[config.mk]
export PLATFORM = sky130hd
export DESIGN_NAME = pc_sequencer
export DESIGN_NICKNAME = d
export VERILOG_FILES = /design/src/rtl/pc_sequencer.sv
export SDC_FILE = /design/constraint.sdc
export NUM_CORES = 1
export LEC_CHECK = 0
export ABC_CLOCK_PERIOD_IN_PS = 3500
export CAP_MARGIN = 20
export CORE_MARGIN = 3
export CORE_UTILIZATION = 56
export CTS_BUF_LIST = sky130_fd_sc_hd__clkbuf_4 sky130_fd_sc_hd__clkbuf_8
export CTS_CLUSTER_SIZE = 16
export DETAILED_ROUTE_END_ITERATION = 6
export GPL_TIMING_DRIVEN = 0
export PLACE_DENSITY = 0.94
export SETUP_SLACK_MARGIN = 0.2
export SYNTH_ARGS = -nofsm -noshare
export SYNTH_HDL_FRONTEND = slang
export SYNTH_SLANG_ARGS = --single-unit
[constraint.sdc]
create_clock -name clock -period 3.5 [get_ports clock]
set_clock_uncertainty 0.1 [all_clocks]
set_input_delay 0.525 -clock clock [delete_from_list [all_inputs] [get_ports clock]]
set_output_delay 0.525 -clock clock [all_outputs]
set_load 0.03 [all_outputs]
[src/rtl/pc_sequencer.sv]
// Fetch-stage program counter: sequential/redirect selection, interrupt
// entry with EPC save, handler return, and boot-vector choice after reset.
module pc_sequencer #(
  parameter int               WIDTH      = 32,
  parameter logic [WIDTH-1:0] STEP       = WIDTH'(1),
  parameter logic [WIDTH-1:0] BOOT_VEC_A = WIDTH'(0),
  parameter logic [WIDTH-1:0] BOOT_VEC_B = WIDTH'(15),
  parameter logic [WIDTH-1:0] IRQ_VEC    = WIDTH'(4)
) (
  input  logic             clock,
  input  logic             reset,
  input  logic             progr,
  input  logic             stall,
  input  logic [1:0]       next_sel,
  input  logic [WIDTH-1:0] target,
  input  logic             interrupt,
  input  logic             eret,
  output logic [WIDTH-1:0] pc,
  output logic [WIDTH-1:0] epc,
  output logic             in_handler,
  output logic             irq_ack
);

  typedef enum logic [1:0] {
    BOOT    = 2'd0,
    RUN     = 2'd1,
    HANDLER = 2'd2
  } state_t;

  state_t           state_q;
  logic [WIDTH-1:0] pc_q;
  logic [WIDTH-1:0] epc_q;
  logic             pend_q;
  logic             irq_q;
  logic             ack_q;
  logic [WIDTH-1:0] seq_d;
  logic             irq_edge;
  logic             irq_req;

  assign irq_edge = interrupt & ~irq_q;
  assign irq_req  = irq_edge | pend_q;

  always_comb begin
    seq_d = pc_q;
    unique case (next_sel)
      2'b00:        seq_d = pc_q + STEP;
      2'b01, 2'b10: seq_d = target;
      default:      seq_d = pc_q;
    endcase
  end

  always_ff @(posedge clock or negedge reset) begin
    if (!reset) begin
      state_q <= BOOT;
      pc_q    <= '0;
      epc_q   <= '0;
      pend_q  <= 1'b0;
      irq_q   <= 1'b0;
      ack_q   <= 1'b0;
    end else begin
      irq_q <= interrupt;
      ack_q <= 1'b0;
      unique case (state_q)
        BOOT: begin
          pc_q    <= progr ? BOOT_VEC_B : BOOT_VEC_A;
          state_q <= RUN;
          if (irq_edge) pend_q <= 1'b1;
        end
        RUN: begin
          if (stall) begin
            if (irq_edge) pend_q <= 1'b1;
          end else if (irq_req) begin
            epc_q   <= seq_d;
            pc_q    <= IRQ_VEC;
            ack_q   <= 1'b1;
            // a fresh edge arriving while an older one is consumed stays queued
            pend_q  <= pend_q & irq_edge;
            state_q <= HANDLER;
          end else begin
            pc_q <= seq_d;
          end
        end
        HANDLER: begin
          if (irq_edge) pend_q <= 1'b1;
          if (!stall) begin
            if (eret) begin
              pc_q    <= epc_q;
              state_q <= RUN;
            end else begin
              pc_q <= seq_d;
            end
          end
        end
        default: state_q <= BOOT;
      endcase
    end
  end

  assign pc         = pc_q;
  assign epc        = epc_q;
  assign irq_ack    = ack_q;
  assign in_handler = (state_q == HANDLER);

endmodule

[Word level (Yosys, flattened, before mapping)]
Index checks and enable logic that the tools add are counted.
Operators by class
  add/subtract/negate cells: 1
  equality and inequality tests: 9
  multiplexer cells: 19
  bitwise logic cells: 5
  reduce and logical (&&, ||, !) cells: 10
Operator list (number)
  $mux 32: 4
  $pmux 32 s3: 1
  $pmux 32 s2: 1
  $add 32x1->32 const B: 1
  $mux 2: 4
  $ne 2x2->1 const B: 4
  $mux 1: 6
  $pmux 2 s3: 1
  $reduce_and 3->1: 2
  $eq 2x1->1 const B: 2
  $eq 2x2->1 const B: 2
  $logic_not 2->1: 2
  $mux 4: 1
  $reduce_and 4->1: 1
  $reduce_or 2->1: 2
  $ne 3x3->1 const B: 1
  $reduce_bool 3->1: 1
  $and 1x1->1: 2
  $not 1->1: 2
  $pmux 1 s2: 1
  $reduce_and 2->1: 1
  $reduce_bool 2->1: 1
  $or 1x1->1: 1
Storage, ports and cells
  bits in registers: 69
  input bits: 40
  output and inout bits: 66

[Logic depth before layout (Yosys ltp)]
Gate-level depths: netlist (run 1).
  word-level depth: 6
  depth in mapped cells: 10

[Worst setup path after synthesis (run 1)]
Ideal clock, no wire load.
  path type: reg-to-reg
  from: register state_q[0]
  to: register pc_q[31], in the netlist pc[31]
  library setup time: 77 ps
  data arrival time: 2038 ps
  slack: 1285 ps
  stages on the path, launching flop included: 10
  clock period less this slack: 2215 ps
  cell sequence: dfrtp_1 -> inv_1 -> ha_1 -> buf_2 -> inv_1 -> o32ai_2 -> nand3_1 -> clkbuf_1 -> and3_1 -> a21oi_1
On the way
  cells in the longest elaborated chain, start to end: 3
  elaborated cells on any way between the ends: 8
Ends and longest elaborated chain
  start, declared: line 30  | state_t state_q;
  start signal, assigned: line 54  | state_q <= BOOT;
  start signal, assigned: line 66  | state_q <= RUN;
  start signal, assigned: line 78  | state_q <= HANDLER;
  $eq 2x2->1 (*)
  net in_handler: line 20  | output logic in_handler,
  $ne 2x2->1 (no line) or $reduce_bool 3->1 (tied branches)
  $reduce_and 3->1 (no line)
  end signal, assigned: line 65  | pc_q <= progr ? BOOT_VEC_B : BOOT_VEC_A;
  end signal, assigned: line 80  | pc_q <= seq_d;
  end signal, assigned: line 87  | pc_q <= epc_q;
  end, declared: line 31  | logic [WIDTH-1:0] pc_q;
The timed path passes the listed nets; every way through them passes the cells marked *.
A chain may end at the register's enable or synchronous reset.

[Final worst setup path (run 1)]
  from: input next_sel[1]
  to: register pc_q[24], in the netlist pc[24]
On the way
  cells in the longest elaborated chain, start to end: 6
  elaborated cells on any way between the ends: 10
Ends and longest elaborated chain
  start, declared: line 14  | input logic [1:0] next_sel,
  $eq 2x1->1 or $eq 2x2->1 (tied branches): line 45  | unique case (next_sel)
  $reduce_or 2->1: line 45
  $pmux 32 s2 (*): line 45
  $mux 32 (on tied branches): line 86, 72
  $mux 32 (on tied branches): line 85, 70
  $pmux 32 s3 (*): line 63  | unique case (state_q)
  end signal, assigned: line 65
  end signal, assigned: line 87
  end signal, assigned: line 90  | pc_q <= seq_d;
Every way passes the cells marked *; elsewhere a longest branch is shown, timed or not. The select of a mux whose other input is x is not followed.

==> results of run 1 <==
where the power goes:
group	internal, mW	switching [mW]	leakage, nW
sequential	1.09	0.370	0.894
combinational	0.929	1.56	1.35
clock	0.274	0.333	0.0880
total	2.30	2.26	2.33
layer usage:
| layer | vias up | part of all wire | GRT usage |
|---|---|---|---|
| li1 | 2278 | - | - |
| met1 | 2380 | 0.38 | 0.466 |
| met2 | 414 | 0.46 | 0.558 |
| met3 | 75 | 0.12 | 0.0923 |
| met4 | 0 | 0.038 | 0.214 |
| met5 | - | 0 | 0 |
synthesized netlist by cell type (all sizes together), types with 3 or more instances:
cell type and instances:
a31oi 12, and3 9, o21ai 45, o221ai 4, o21a 3, nand3b 3, a22oi 3, buf 9
nor4 8, nand2 75, nand3 24, nor2 57, clkbuf 36, dfrtp 69, inv 19, a32oi 6
ha 7, and2 4, a221oi 3, nor2b 4, a21oi 37, mux2 3, a221o 4, mux2i 3
nor3 11, o22ai 23, a311oi 10, a222oi 3, and4 6, o211ai 4, nand4 9, a22o 9
area by class of cell:
class | instances | area share
Inverter | 19 | 0.0123
Multi-Input combinational cell | 416 | 0.425
Buffer | 45 | 0.0331
Tap cell | 99 | 0.0214
Timing Repair Buffer | 104 | 0.179
Clock buffer | 10 | 0.0238
Sequential cell | 69 | 0.298
Clock inverter | 6 | 0.00670
sequential cells by signal, indices dropped and copies added (netlist names):
name     cells
pend_q       1
irq_q        1
irq_ack      1
pc          32
epc         32
state_q      2
worst max-delay path by stage:
stage / from / end / slack, ns / cells after the start
finish: next_sel[1] / pc[24] / 0.67 / 8
global route: next_sel[0] / pc[24] / 0.54 / 8
CTS: next_sel[0] / pc[24] / 0.72 / 8
detailed placement: next_sel[0] / pc[24] / 0.35 / 8
global placement: reset / pc[24] / -0.47 / 1
floorplan: state_q[0] / pc[31] / 1.28 / 9
metrics by stage:
stage / hold WS [ns] / TNS (ns) / area [sq um]
5_1_grt: 0.247 / 0 / 5790
3_5_place_dp: 0.399 / 0 / 5610
4_1_cts: 0.219 / 0 / 5790
2_1_floorplan: 0.129 / 0 / 4450
3_3_place_gp: 0.392 / -32.25 / 5620
6_report: 0.180 / 0 / 5790
logic make-up (layout without fill, tap and decap cells):
logic type	after synthesis	count (layout)	synth area share
muxes	6	6	0.0143
buffers and inverters	64	184	0.0590
xor gates and xnor gates	1	1	0.00197
and+or+nand+nor	219	219	0.245
AOI/OAI and AO/OA	183	183	0.272
adders and majority gates	7	7	0.0197
DFF	69	69	0.388
cells in the final DEF (no fill, tap or decap), types with 4 or more instances in the layout:
cell type,Yosys,final
sky130_fd_sc_hd__nor2b_1,4,4
sky130_fd_sc_hd__o221ai_1,4,4
sky130_fd_sc_hd__nor4_1,6,6
sky130_fd_sc_hd__nand2_1,75,75
sky130_fd_sc_hd__nand4_1,7,7
sky130_fd_sc_hd__clkbuf_8,0,10
sky130_fd_sc_hd__clkbuf_1,32,32
sky130_fd_sc_hd__clkbuf_2,4,4
sky130_fd_sc_hd__a31oi_1,12,12
sky130_fd_sc_hd__o211ai_1,4,4
sky130_fd_sc_hd__buf_2,5,5
sky130_fd_sc_hd__and2_1,4,4
sky130_fd_sc_hd__ha_1,7,7
sky130_fd_sc_hd__dfrtp_1,69,69
sky130_fd_sc_hd__a311oi_1,10,10
sky130_fd_sc_hd__inv_1,19,19
sky130_fd_sc_hd__o22ai_1,23,23
sky130_fd_sc_hd__nor3_1,11,11
sky130_fd_sc_hd__nand3_1,22,22
sky130_fd_sc_hd__a21oi_1,37,37
sky130_fd_sc_hd__and4_1,6,6
sky130_fd_sc_hd__a221o_1,4,4
sky130_fd_sc_hd__and3_1,9,9
sky130_fd_sc_hd__a22o_1,9,9
sky130_fd_sc_hd__nor2_1,57,57
sky130_fd_sc_hd__a32oi_1,6,6
sky130_fd_sc_hd__o21ai_0,44,44
sky130_fd_sc_hd__clkdlybuf4s50_1,0,103
==> results list, run 1 <==
* Logic depth of the worst register-to-register path: 8
- Number of ports placed on the die boundary: roughly 110
- Required time of the critical path: around 3.6 ns
- Path type of the worst setup path: primary input to flop
* Number of buffers added by the clock tree synthesis step: 9
- Highest clock rate: between 300 and 400 MHz
- Number of standard-cell rows in the floorplan: 31
* Share of final-layout standard cells stronger than drive strength 1: 0.0613
- Via count of the first global-routing pass: about 5,000
- At the end of routability-driven placement, the weighted congestion stood at roughly 1.
* Vias after detailed routing: slightly above 5,000
- Starting Density: 0.595
- The worst-case IR drop observed on VDD is around 0.49 mV.
* Die extent in y: 95.1 um
* Number of instances resized during post-cts repair: 0
* RSZ-0062 raised after global routing: no
* Worst-path cell with the longest stage delay: sky130_fd_sc_hd__clkbuf_1
- DRC violation count after routing: 0
- The H-tree was split into 3 levels.
- Yosys mapped a number of flops with a built-in enable equal to 0.
- Total number of yosys warnings: 0
- For this design the static power due to leakage is around 2.3 nW.
- The worst register-to-register path ends at pc[7].
* Setup slack after layout: between 0.6 and 0.7 ns
- Register bit count reported by yosys: 69
* Final Max Tran Viols: 0
* Number of setup buffers added after CTS: 0
- On the worst path, the slowest cell contributes a delay of 0.50 ns.
* Clock latency at the later pin of the worst-skew pair: 0.36 ns
- Number of distinct standard cells referenced by the synthesized netlist: ~60
- Antenna diodes: 0
- Area contributors post-synth: sky130_fd_sc_hd__dfrtp_1 39%, sky130_fd_sc_hd__nand2_1 6.3%, sky130_fd_sc_hd__o21ai_0 4.9%
* Pin count of the biggest net entering global routing: 70
- Syn nets: just under 600
- Cell type with the largest total area after synthesis: sky130_fd_sc_hd__dfrtp_1
- The critical path contains buffers and inverters numbering 3 combined.
- TritonCTS built the clock tree.
* Number of nets at the end of the flow: slightly above 700
- The worst setup path is launched from a primary input.
- For this block, the initial DRC count from the detailed router was between 600 and 700.
- Sum of overflow across all layers after global routing: 0
* Post-synth top flop: sky130_fd_sc_hd__dfrtp_1
- Share of flip-flops with an asynchronous set or reset: 1.00
- Of all nets on the critical path, the largest fanout is 10.
- Timing analysis after detailed placement gives a worst setup slack of roughly 0.35 ns.
- Register-to-register setup slack: about 0.7 ns
* Area enclosed by the die boundary: slightly above 9000 sq um
- Number of antenna-violating nets in the routed design: 0
* Placed instance count: roughly 750
- Summed over all layers, the routed wires come to roughly 16,000 um.
* # hold bufs at CTS: 0
- After detailed routing, the number of vias per cell comes to 6.70.
* Worst slew slack as a fraction of its limit: 0.404
* Clk slew on worst S/H paths: 0.08 ns
- Counting every instance in the synthesized netlist gives about 550.
- Power spread over the standard cell area amounts to about 800 nW/um^2.
- In this design, the critical path's most frequently occurring cell is sky130_fd_sc_hd__clkbuf_1.
- For this run, the share of the core covered by cells in the final layout is 0.773.
* Cell family contributing the most delay on the critical path: buffers and inverters
- After layout, the minimum clock period comes to about 2.8 ns.
- Sequential cell area: approximately 1700 sq um
* Setup Viol. Count Final: 0
- For this run, the number of standard cells in the final layout without fillers is ~770.
- The number of antenna violations at the first check in global routing is 0.
- The clock passes through at most 2 buffers.
- Total area of multi-input combinational cells: 2460 sq um
* Area growth from synthesis to layout: 30.1%
- A synthesized cell averages roughly 8.1 sq um.
* Total power consumption of the routed design: about 4.6 mW
* Data arrival time at the worst-slack endpoint: approximately 3 ns
- Buffer type at the clock tree root: sky130_fd_sc_hd__clkbuf_8
- Hold crit path type: primary input to async pin
- Result of the run: finished, final reports clean
* First-pass detailed-route iteration total: 7
- At the pin with the least slew margin, the transition time is 0.894 ns.
* Wire length of the first global-routing pass: around 25,000 um
- Clock Sink Count: slightly below 70
- In this run the horizontal extent of the chip is between 90 and 100 um.
* All-Layer GR Usage: 0.365
- Launching point of the worst reg2reg path: state_q[1]
- The core region is approximately 7500 sq um.
- Number of buffer cells added on primary ports: approximately 100
- Summing every instance area after synthesis gives roughly 4500 sq um.
- Endpoint class of the critical path: flop
- The final count of hold timing violations was 0.
- Final period utilization: 0.810
- Area fraction of the dominant cell type after synthesis: 0.388
- Dividing the detail-routed wire length by the instance count gives between 20 and 25 um.
* Proportion of synthesized chip area in sequential cells: 0.388
- The critical path goes through clkdlybuf4s50_1 -> ha_1 -> nand2b_1 -> clkbuf_1 -> clkbuf_1 -> nor2_1 -> a311oi_1 -> o22ai_1.
- Detail Placement HPWL: around 12,000 um
* Count of maximum capacitance violations: 0
- Number of inserted filler cells in the final layout: 525
Power figures use the tool's default switching activity.
==> run 2, diff against run 1 <==
--- a/config.mk
+++ b/config.mk
@@ -5,15 +5,15 @@
 export SDC_FILE = /design/constraint.sdc
 export NUM_CORES = 1
 export LEC_CHECK = 0
-export ABC_CLOCK_PERIOD_IN_PS = 3500
+export ABC_CLOCK_PERIOD_IN_PS = 2700
 export CAP_MARGIN = 20
 export CORE_MARGIN = 3
-export CORE_UTILIZATION = 56
+export CORE_UTILIZATION = 52
 export CTS_BUF_LIST = sky130_fd_sc_hd__clkbuf_4 sky130_fd_sc_hd__clkbuf_8
 export CTS_CLUSTER_SIZE = 16
 export DETAILED_ROUTE_END_ITERATION = 6
 export GPL_TIMING_DRIVEN = 0
-export PLACE_DENSITY = 0.94
+export PLACE_DENSITY = 0.88
 export SETUP_SLACK_MARGIN = 0.2
 export SYNTH_ARGS = -nofsm -noshare
 export SYNTH_HDL_FRONTEND = slang
==> constraint.sdc (replaced) <==
create_clock -name clock -period 2.7 [get_ports clock]
set_clock_uncertainty 0.1 [all_clocks]
set_input_delay 0.405 -clock clock [delete_from_list [all_inputs] [get_ports clock]]
set_output_delay 0.405 -clock clock [all_outputs]
set_load 0.03 [all_outputs]
==> run 2 against run 1 <==
Count of clock-buffer cells in the layout down 1. Via count up 0.23%. Total power up 36%. Largest cell class unchanged. Highest routed layer unchanged.
==> results list, run 2 (synthesis results as in run 1) <==
- Highest clock rate: roughly 420 MHz
- Final period utilization: 0.888
- Hold_ws: 0.0691 ns (was 0.180 ns)
* Number of antenna violations at the first check in global routing: 0 (unchanged)
- The total congestion overflow is 0 (unchanged).
- Final Max Tran Viols: 0 (unchanged)
* Area growth from synthesis to layout: 33.4% (was 30.1%)
* Final-report hold violation count: 0 (unchanged)
- Detail Placement HPWL: 11,700 um (was 11,600 um)
- The data required time at the worst endpoint is 2.87 ns (was 3.62 ns).
- Vias after detailed routing: 5,159 (was 5,147)
- Number of buffer cells added on primary ports: 104 (unchanged)
- The power per cell area came to 1040 nW/um^2 (was 787 nW/um^2).
- Period minus WS final: about 2.4 ns
* Number of antenna-violating nets in the routed design: 0 (unchanged)
- The TritonCTS clock tree was done (unchanged).
- Data arrival time at the worst-slack endpoint: 2.57 ns (was 2.95 ns)
* Pin count of the biggest net entering global routing: 70 (unchanged)
- Path type of the worst setup path: flop to flop (was primary input to flop)
- The startpoint class of the critical path was a flop (was primary input).
* Number of nets at the end of the flow: 714 (was 711)
- Leading cell type in the layout, fill and taps excluded: sky130_fd_sc_hd__clkdlybuf4s50_1 (unchanged)
- Max FO, Critical Path: 10 (unchanged)
* Endpoint class of the critical path: flop (unchanged)
* Static power due to leakage: 2.44 nW (was 2.33 nW)
- Buffers & Inverters on Critical Path: 3 (unchanged)
- The global-route wire length before repair was 26,600 um (was 25,300 um).
- The classification of the worst-slack hold path was primary input to async pin (unchanged).
- Worst Tran Pin Value: 0.911 ns (was 0.894 ns)
- The max-cap violation count is 0 (unchanged).
* Leading cell types in the layout, fill and taps excluded: 103 x sky130_fd_sc_hd__clkdlybuf4s50_1, 75 x sky130_fd_sc_hd__nand2_1, 67 x sky130_fd_sc_hd__dfrtp_1 (was 103 x sky130_fd_sc_hd__clkdlybuf4s50_1, 75 x sky130_fd_sc_hd__nand2_1, 69 x sky130_fd_sc_hd__dfrtp_1)
- Clock Sink Count: 69 (unchanged)
- DRC violation count after routing: 0 (unchanged)
- The clock latency reported for the late side of the worst-skew pair is 0.36 ns (about the same).
- The iteration-0 DRC count of the detailed router came to 468 (was 608).
- Width of the chip: 98.5 um (was 95.1 um)
* Biggest cell delay along the critical path: 0.41 ns (was 0.50 ns)
- Vias per cell: 6.65 (was 6.70)
* Final core occ: 0.719 (was 0.773)
- Worst-case setup slack after placement: -0.340 ns (was 0.354 ns)
- The core outline area was 8260 sq um (was 7490 sq um).
* Register-to-register setup slack: 0.30 ns (was 0.69 ns)
- Die extent in y: 98.5 um (was 95.1 um)
- Clk slew on worst S/H paths: 0.09 ns (was 0.08 ns)
* Buffer type at the clock tree root: sky130_fd_sc_hd__clkbuf_8 (unchanged)
- Worst-path cell with the longest stage delay: sky130_fd_sc_hd__dfrtp_1 (was sky130_fd_sc_hd__clkbuf_1)
* Cell family contributing the most delay on the critical path: buffers and inverters (unchanged)
* First-pass detailed-route iteration total: 5 (was 7)
- The total die area came to 9710 sq um (was 9050 sq um).
* Number of ports placed on the die boundary: 106 (unchanged)
- All-Layer GR Usage: 0.342 (was 0.365)
- Starting Density: 0.539 (was 0.595)
- The share of post-route cells with drive strength above 1 is 0.113 (was 0.0613).
- Antenna diodes: 0 (unchanged)
* Setup Viol. Count Final: 0 (unchanged)
* RSZ-0062 raised after global routing: no (unchanged)
* WL per Instance: 21.6 um (was 21.0 um)
- Ordered cell list for the critical path: inv_1 -> ha_1 -> o21a_1 -> nor2_1 -> clkbuf_2 -> clkbuf_2 -> nor2_1 -> o22ai_1 (was clkdlybuf4s50_1 -> ha_1 -> nand2b_1 -> clkbuf_1 -> clkbuf_1 -> nor2_1 -> a311oi_1 -> o22ai_1).
* Placed instance count: 758 (was 752)
- The number of levels in the clock H-tree was 3 (unchanged).
- Result of the run: finished, final reports clean (unchanged).
- Setup slack after layout: 0.301 ns (was 0.666 ns)
* Routability cong.: 0.963 (was 0.973)
- The number of placement rows came to 33 (was 31).
* Max IR drop VDD: 0.646 mV (was 0.493 mV)
- Via count of the first global-routing pass: 4,980 (was 5,025)
* Worst-case clock buffer depth: 2 (unchanged)
- The number of clock buffers inserted by TritonCTS was 9 (unchanged).
* Worst slew slack as a fraction of its limit: 0.392 (was 0.404)
- Cell Count, Final, Fillers Out: 776 (was 768)
- The aggregate negative setup slack came to 0 ns (unchanged).
- The final routed wirelength across all metal layers is 16,700 um (was 16,100 um).
-- run 2: repair_timing --
item,4_1_cts,5_1_grt
pin swaps,0,1
hold buffers,0,0
buffers inserted,0,3
setup endpoints to repair,37,61
resized for setup,7,49
-- run 2: metal layers --
metal  part of all wire  track usage  routed length [um]  vias up
met5                  0            0                   0        -
met4              0.044        0.141                 729        0
met3              0.099       0.0807                1660       60
met2               0.45        0.534                7560      369
met1               0.41        0.460                6790     2453
li1                   -            -                   -     2277
-- run 2: worst register-to-register path: cells and delay by family (launching register included) --
family          cells  cell delay [ns]
buf+inv             3             0.81
flops               1             0.41
simple gates        2             0.37
fa+ha+maj           1             0.23
compound gates      2             0.39
-- run 2: final timing paths --
path                          end  depth (start not counted)        from
max                        pc[19]                          8  state_q[1]
min                        epc[1]                          1       reset
max reg2reg                pc[19]                          8  state_q[1]
min reg2reg                epc[5]                          2      epc[5]
max in group asynchronous   pc[0]                          1       reset
min in group clock          irq_q                          1   interrupt
-- run 2: area by class of cell --
cell class / count / area [sq um]
clock buffer: 9 / 124
fill: 666 / 2320
inverter: 19 / 71.3
tap: 105 / 131
multi-input combinational: 416 / 2500
sequential: 69 / 1730
clock inverter: 6 / 88.8
buffer: 45 / 228
timing repair buffer: 107 / 1060
-- run 2: power by group --
part           switching, mW  total (mW)  internal (mW)
sequential             0.472        1.89           1.42
clock                  0.448       0.963          0.515
combinational           2.06        3.32           1.26
total                   2.98        6.18           3.19
-- run 2: through the flow --
stage               area (sq um)  total power [mW]
global placement            5620              4.99
finish                      5940              6.18
CTS                         5850              6.04
detailed placement          5620              5.07
global route                5940              6.50
floorplan                   4450              3.72
==> run 3, diff against run 2 <==
--- a/config.mk
+++ b/config.mk
@@ -7,6 +7,7 @@
 export LEC_CHECK = 0
 export ABC_CLOCK_PERIOD_IN_PS = 2700
 export CAP_MARGIN = 20
+export CORE_ASPECT_RATIO = 0.75
 export CORE_MARGIN = 3
 export CORE_UTILIZATION = 52
 export CTS_BUF_LIST = sky130_fd_sc_hd__clkbuf_4 sky130_fd_sc_hd__clkbuf_8
==> run 3 against run 2 <==
Combinational power hardly changed. First-iteration DRC count is 39% higher. Cell area is 0.97% lower. Sequential cell count stayed put. Core utilization is 0.76 points higher. Non-clock buffer count is 1 higher. Maximum frequency is 1.6% lower. Critical path depth stayed put. Largest power group unchanged.
==> results list, run 3 (synthesis results as in run 1) <==
- Result of the run: finished, final reports clean (unchanged).
* Clk slew on worst S/H paths: 0.09 ns (about the same)
- Clock latency at the later pin of the worst-skew pair: 0.37 ns (was 0.36 ns)
* Vias per cell: 6.64 (was 6.65)
* DRC violation count after routing: 0 (unchanged)
* Routability cong.: 0.961 (was 0.963)
- Vias after detailed routing: 5,161 (was 5,159)
- RSZ-0062 raised after global routing: no (unchanged)
* WL per Instance: 21.9 um (was 21.6 um)
* Number of nets at the end of the flow: 715 (was 714)
- Data arrival time at the worst-slack endpoint: 2.61 ns (was 2.57 ns)
* Final Max Tran Viols: 0 (unchanged)
- Setup Viol. Count Final: 0 (unchanged)
- Antenna diodes: 0 (unchanged)
- Max FO, Critical Path: 10 (unchanged)
- TritonCTS clock tree: done (unchanged)
* Clock network fraction of design power: 0.132 (was 0.156)
- The maximum clock frequency was 410 MHz (was 417 MHz).
- Number of ports placed on the die boundary: 106 (unchanged)
- Number of antenna violations at the first check in global routing: 0 (unchanged)
- The share of the clock period used by the worst path after layout is 0.903 (was 0.888).
- Clock Sink Count: 69 (unchanged)
- Buffer type at the clock tree root: sky130_fd_sc_hd__clkbuf_8 (unchanged)
* Worst-case clock buffer depth: 2 (unchanged)
- DR iter-0 viols: 649 (was 468)
- The portion of total power attributed to combinational logic is 0.552 (was 0.538).
* Total area of multi-input combinational cells: 2480 sq um (was 2500 sq um)
* Total Neg Setup Slack: 0 ns (unchanged)
* Die extent in y: 86.1 um (was 98.5 um)
- Sum of overflow across all layers after global routing: 0 (unchanged)
* First-pass detailed-route iteration total: 5 (unchanged)
- The pin count of the biggest net entering global routing is 70 (unchanged).
- The number of fill cells is 646 (was 666).
- The final routed wirelength across all metal layers came to 17,000 um (was 16,700 um).
- Worst Tran Pin Value: 0.921 ns (was 0.911 ns)
* Leading cell type in the layout, fill and taps excluded: sky130_fd_sc_hd__clkdlybuf4s50_1 (unchanged)
- Net Sw Power: 2.98 mW (about the same)
- Required time of the critical path: 2.87 ns (about the same)
* Total power divided by cell area: 1020 nW/um^2 (was 1040 nW/um^2)
- Placed Instance Area: 5620 sq um (unchanged)
- Number of buffers added by the clock tree synthesis step: 9 (unchanged)
* Max IR drop VDD: 0.707 mV (was 0.646 mV)
- Sequential share of power: 0.316 (was 0.306)
* Total core area: 8090 sq um (was 8260 sq um)
- Number of buffer cells added on primary ports: 104 (unchanged)
* Final cell area excluding filler cells: 5880 sq um (was 5940 sq um)
* Total power consumption of the routed design: 6.01 mW (was 6.18 mW)
* Static power due to leakage: 2.43 nW (was 2.44 nW)
- The number of levels in the clock H-tree is 3 (unchanged).
- All-Layer GR Usage: 0.348 (was 0.342)
- The global-route wire length before repair came to 26,200 um (was 26,600 um).
- The cell-internal power was 3.02 mW (was 3.19 mW).
* # hold bufs at CTS: 0 (unchanged)
- Worst slew slack as a fraction of its limit: 0.386 (was 0.392)
- Leading cell types in the layout, fill and taps excluded: 103 x sky130_fd_sc_hd__clkdlybuf4s50_1, 75 x sky130_fd_sc_hd__nand2_1, 68 x sky130_fd_sc_hd__dfrtp_1 (was 103 x sky130_fd_sc_hd__clkdlybuf4s50_1, 75 x sky130_fd_sc_hd__nand2_1, 67 x sky130_fd_sc_hd__dfrtp_1).
- Share of final-layout standard cells stronger than drive strength 1: 0.109 (was 0.113)
* Setup slack after layout: 0.262 ns (was 0.301 ns)
- The effective utilization at floorplan was 0.550 (was 0.539).
- Worst-case setup slack after placement: -0.319 ns (was -0.340 ns)
* Endpoint class of the critical path: flop (unchanged)
- The synthesis-to-layout area growth was 32.1% (was 33.4%).
* Number of standard-cell rows in the floorplan: 28 (was 33)
- Width of the chip: 113 um (was 98.5 um)
- Path type of the worst setup path: primary input to flop (was flop to flop)
* Number of antenna-violating nets in the routed design: 0 (unchanged)
- Final-report hold violation count: 0 (unchanged)
* Via count of the first global-routing pass: 4,826 (was 4,980)
- Period minus WS final: 2.44 ns (was 2.40 ns)
- Hold crit path type: primary input to async pin (unchanged)
* Detail Placement HPWL: 12,000 um (was 11,700 um)
- Count of maximum capacitance violations: 0 (unchanged)
* Area enclosed by the die boundary: 9720 sq um (was 9710 sq um)
* Switching power as a share of total power: 0.497 (was 0.483)
- Launching element type of the critical path: primary input (was flop)
- The flip-flop and latch area came to 1730 sq um (about the same).
## run 3: cell types whose count changed in the layout (fill, tap and decap cells not counted), sizes merged
cell    delta
buf        +3
bufinv     -2
## run 3: final timing paths
check	startpoint	end	slack, ns	depth (start not counted)
min in group clock	interrupt	irq_q	0.41	1
max in group asynchronous	reset	pc[0]	1.79	1
hold / removal	reset	pc[23]	0.06	1
setup / recovery	next_sel[0]	epc[28]	0.26	8
setup reg to reg	pc[2]	epc[11]	0.30	6
hold reg to reg	epc[25]	epc[25]	0.42	2
## run 3: cell type report
class / instances / share of cell area
clock buffers: 11 / 0.0247
plain buffers: 45 / 0.0387
clock inverters: 4 / 0.00426
inverters: 19 / 0.0121
flip-flops and latches: 69 / 0.294
well taps: 105 / 0.0223
multi-input cells: 416 / 0.422
repair buffers: 108 / 0.182
## run 3: through the flow
step                 util  instances  hold WS, ns
finish              0.727        777       0.0590
detailed placement  0.694        758        0.394
global route        0.727        777        0.123
floorplan               -        549      0.00941
CTS                 0.718        773       0.0954
global placement    0.695        758        0.387
## run 3: what timing repair did
action	in CTS	in global routing
hold endpoints to repair	0	0
resized for setup	10	41
buffers inserted	0	4
endpoints found under the setup margin	31	55
pin swaps	0	2
## run 3: per-layer routing
metal  vias up  track usage  routed length, um
li1       2281            -                  -
met1      2476        0.494               7150
met2       359        0.499               7100
met3        45        0.121               2270
met4         0        0.109                462
met5         -            0                  0
## run 3: power groups by stage
| stage | sequential [mW] | combinational [mW] | clock, mW |
|---|---|---|---|
| 2_1_floorplan | 2.48 | 1.24 | 0 |
| 3_3_place_gp | 1.87 | 3.14 | 0 |
| 3_5_place_dp | 1.89 | 3.19 | 0 |
| 4_1_cts | 1.88 | 3.23 | 0.782 |
| 5_1_grt | 1.96 | 3.51 | 0.828 |
| 6_report | 1.90 | 3.32 | 0.791 |
## run 3: worst max-delay path, stage by stage
cell and delay [ns]:
sky130_fd_sc_hd__clkdlybuf4s50_1 0.44, sky130_fd_sc_hd__inv_1 0.07, sky130_fd_sc_hd__ha_1 0.19, sky130_fd_sc_hd__clkbuf_1 0.40
sky130_fd_sc_hd__clkbuf_2 0.39, sky130_fd_sc_hd__buf_2 0.34, sky130_fd_sc_hd__a311oi_1 0.16, sky130_fd_sc_hd__o21ai_0 0.21
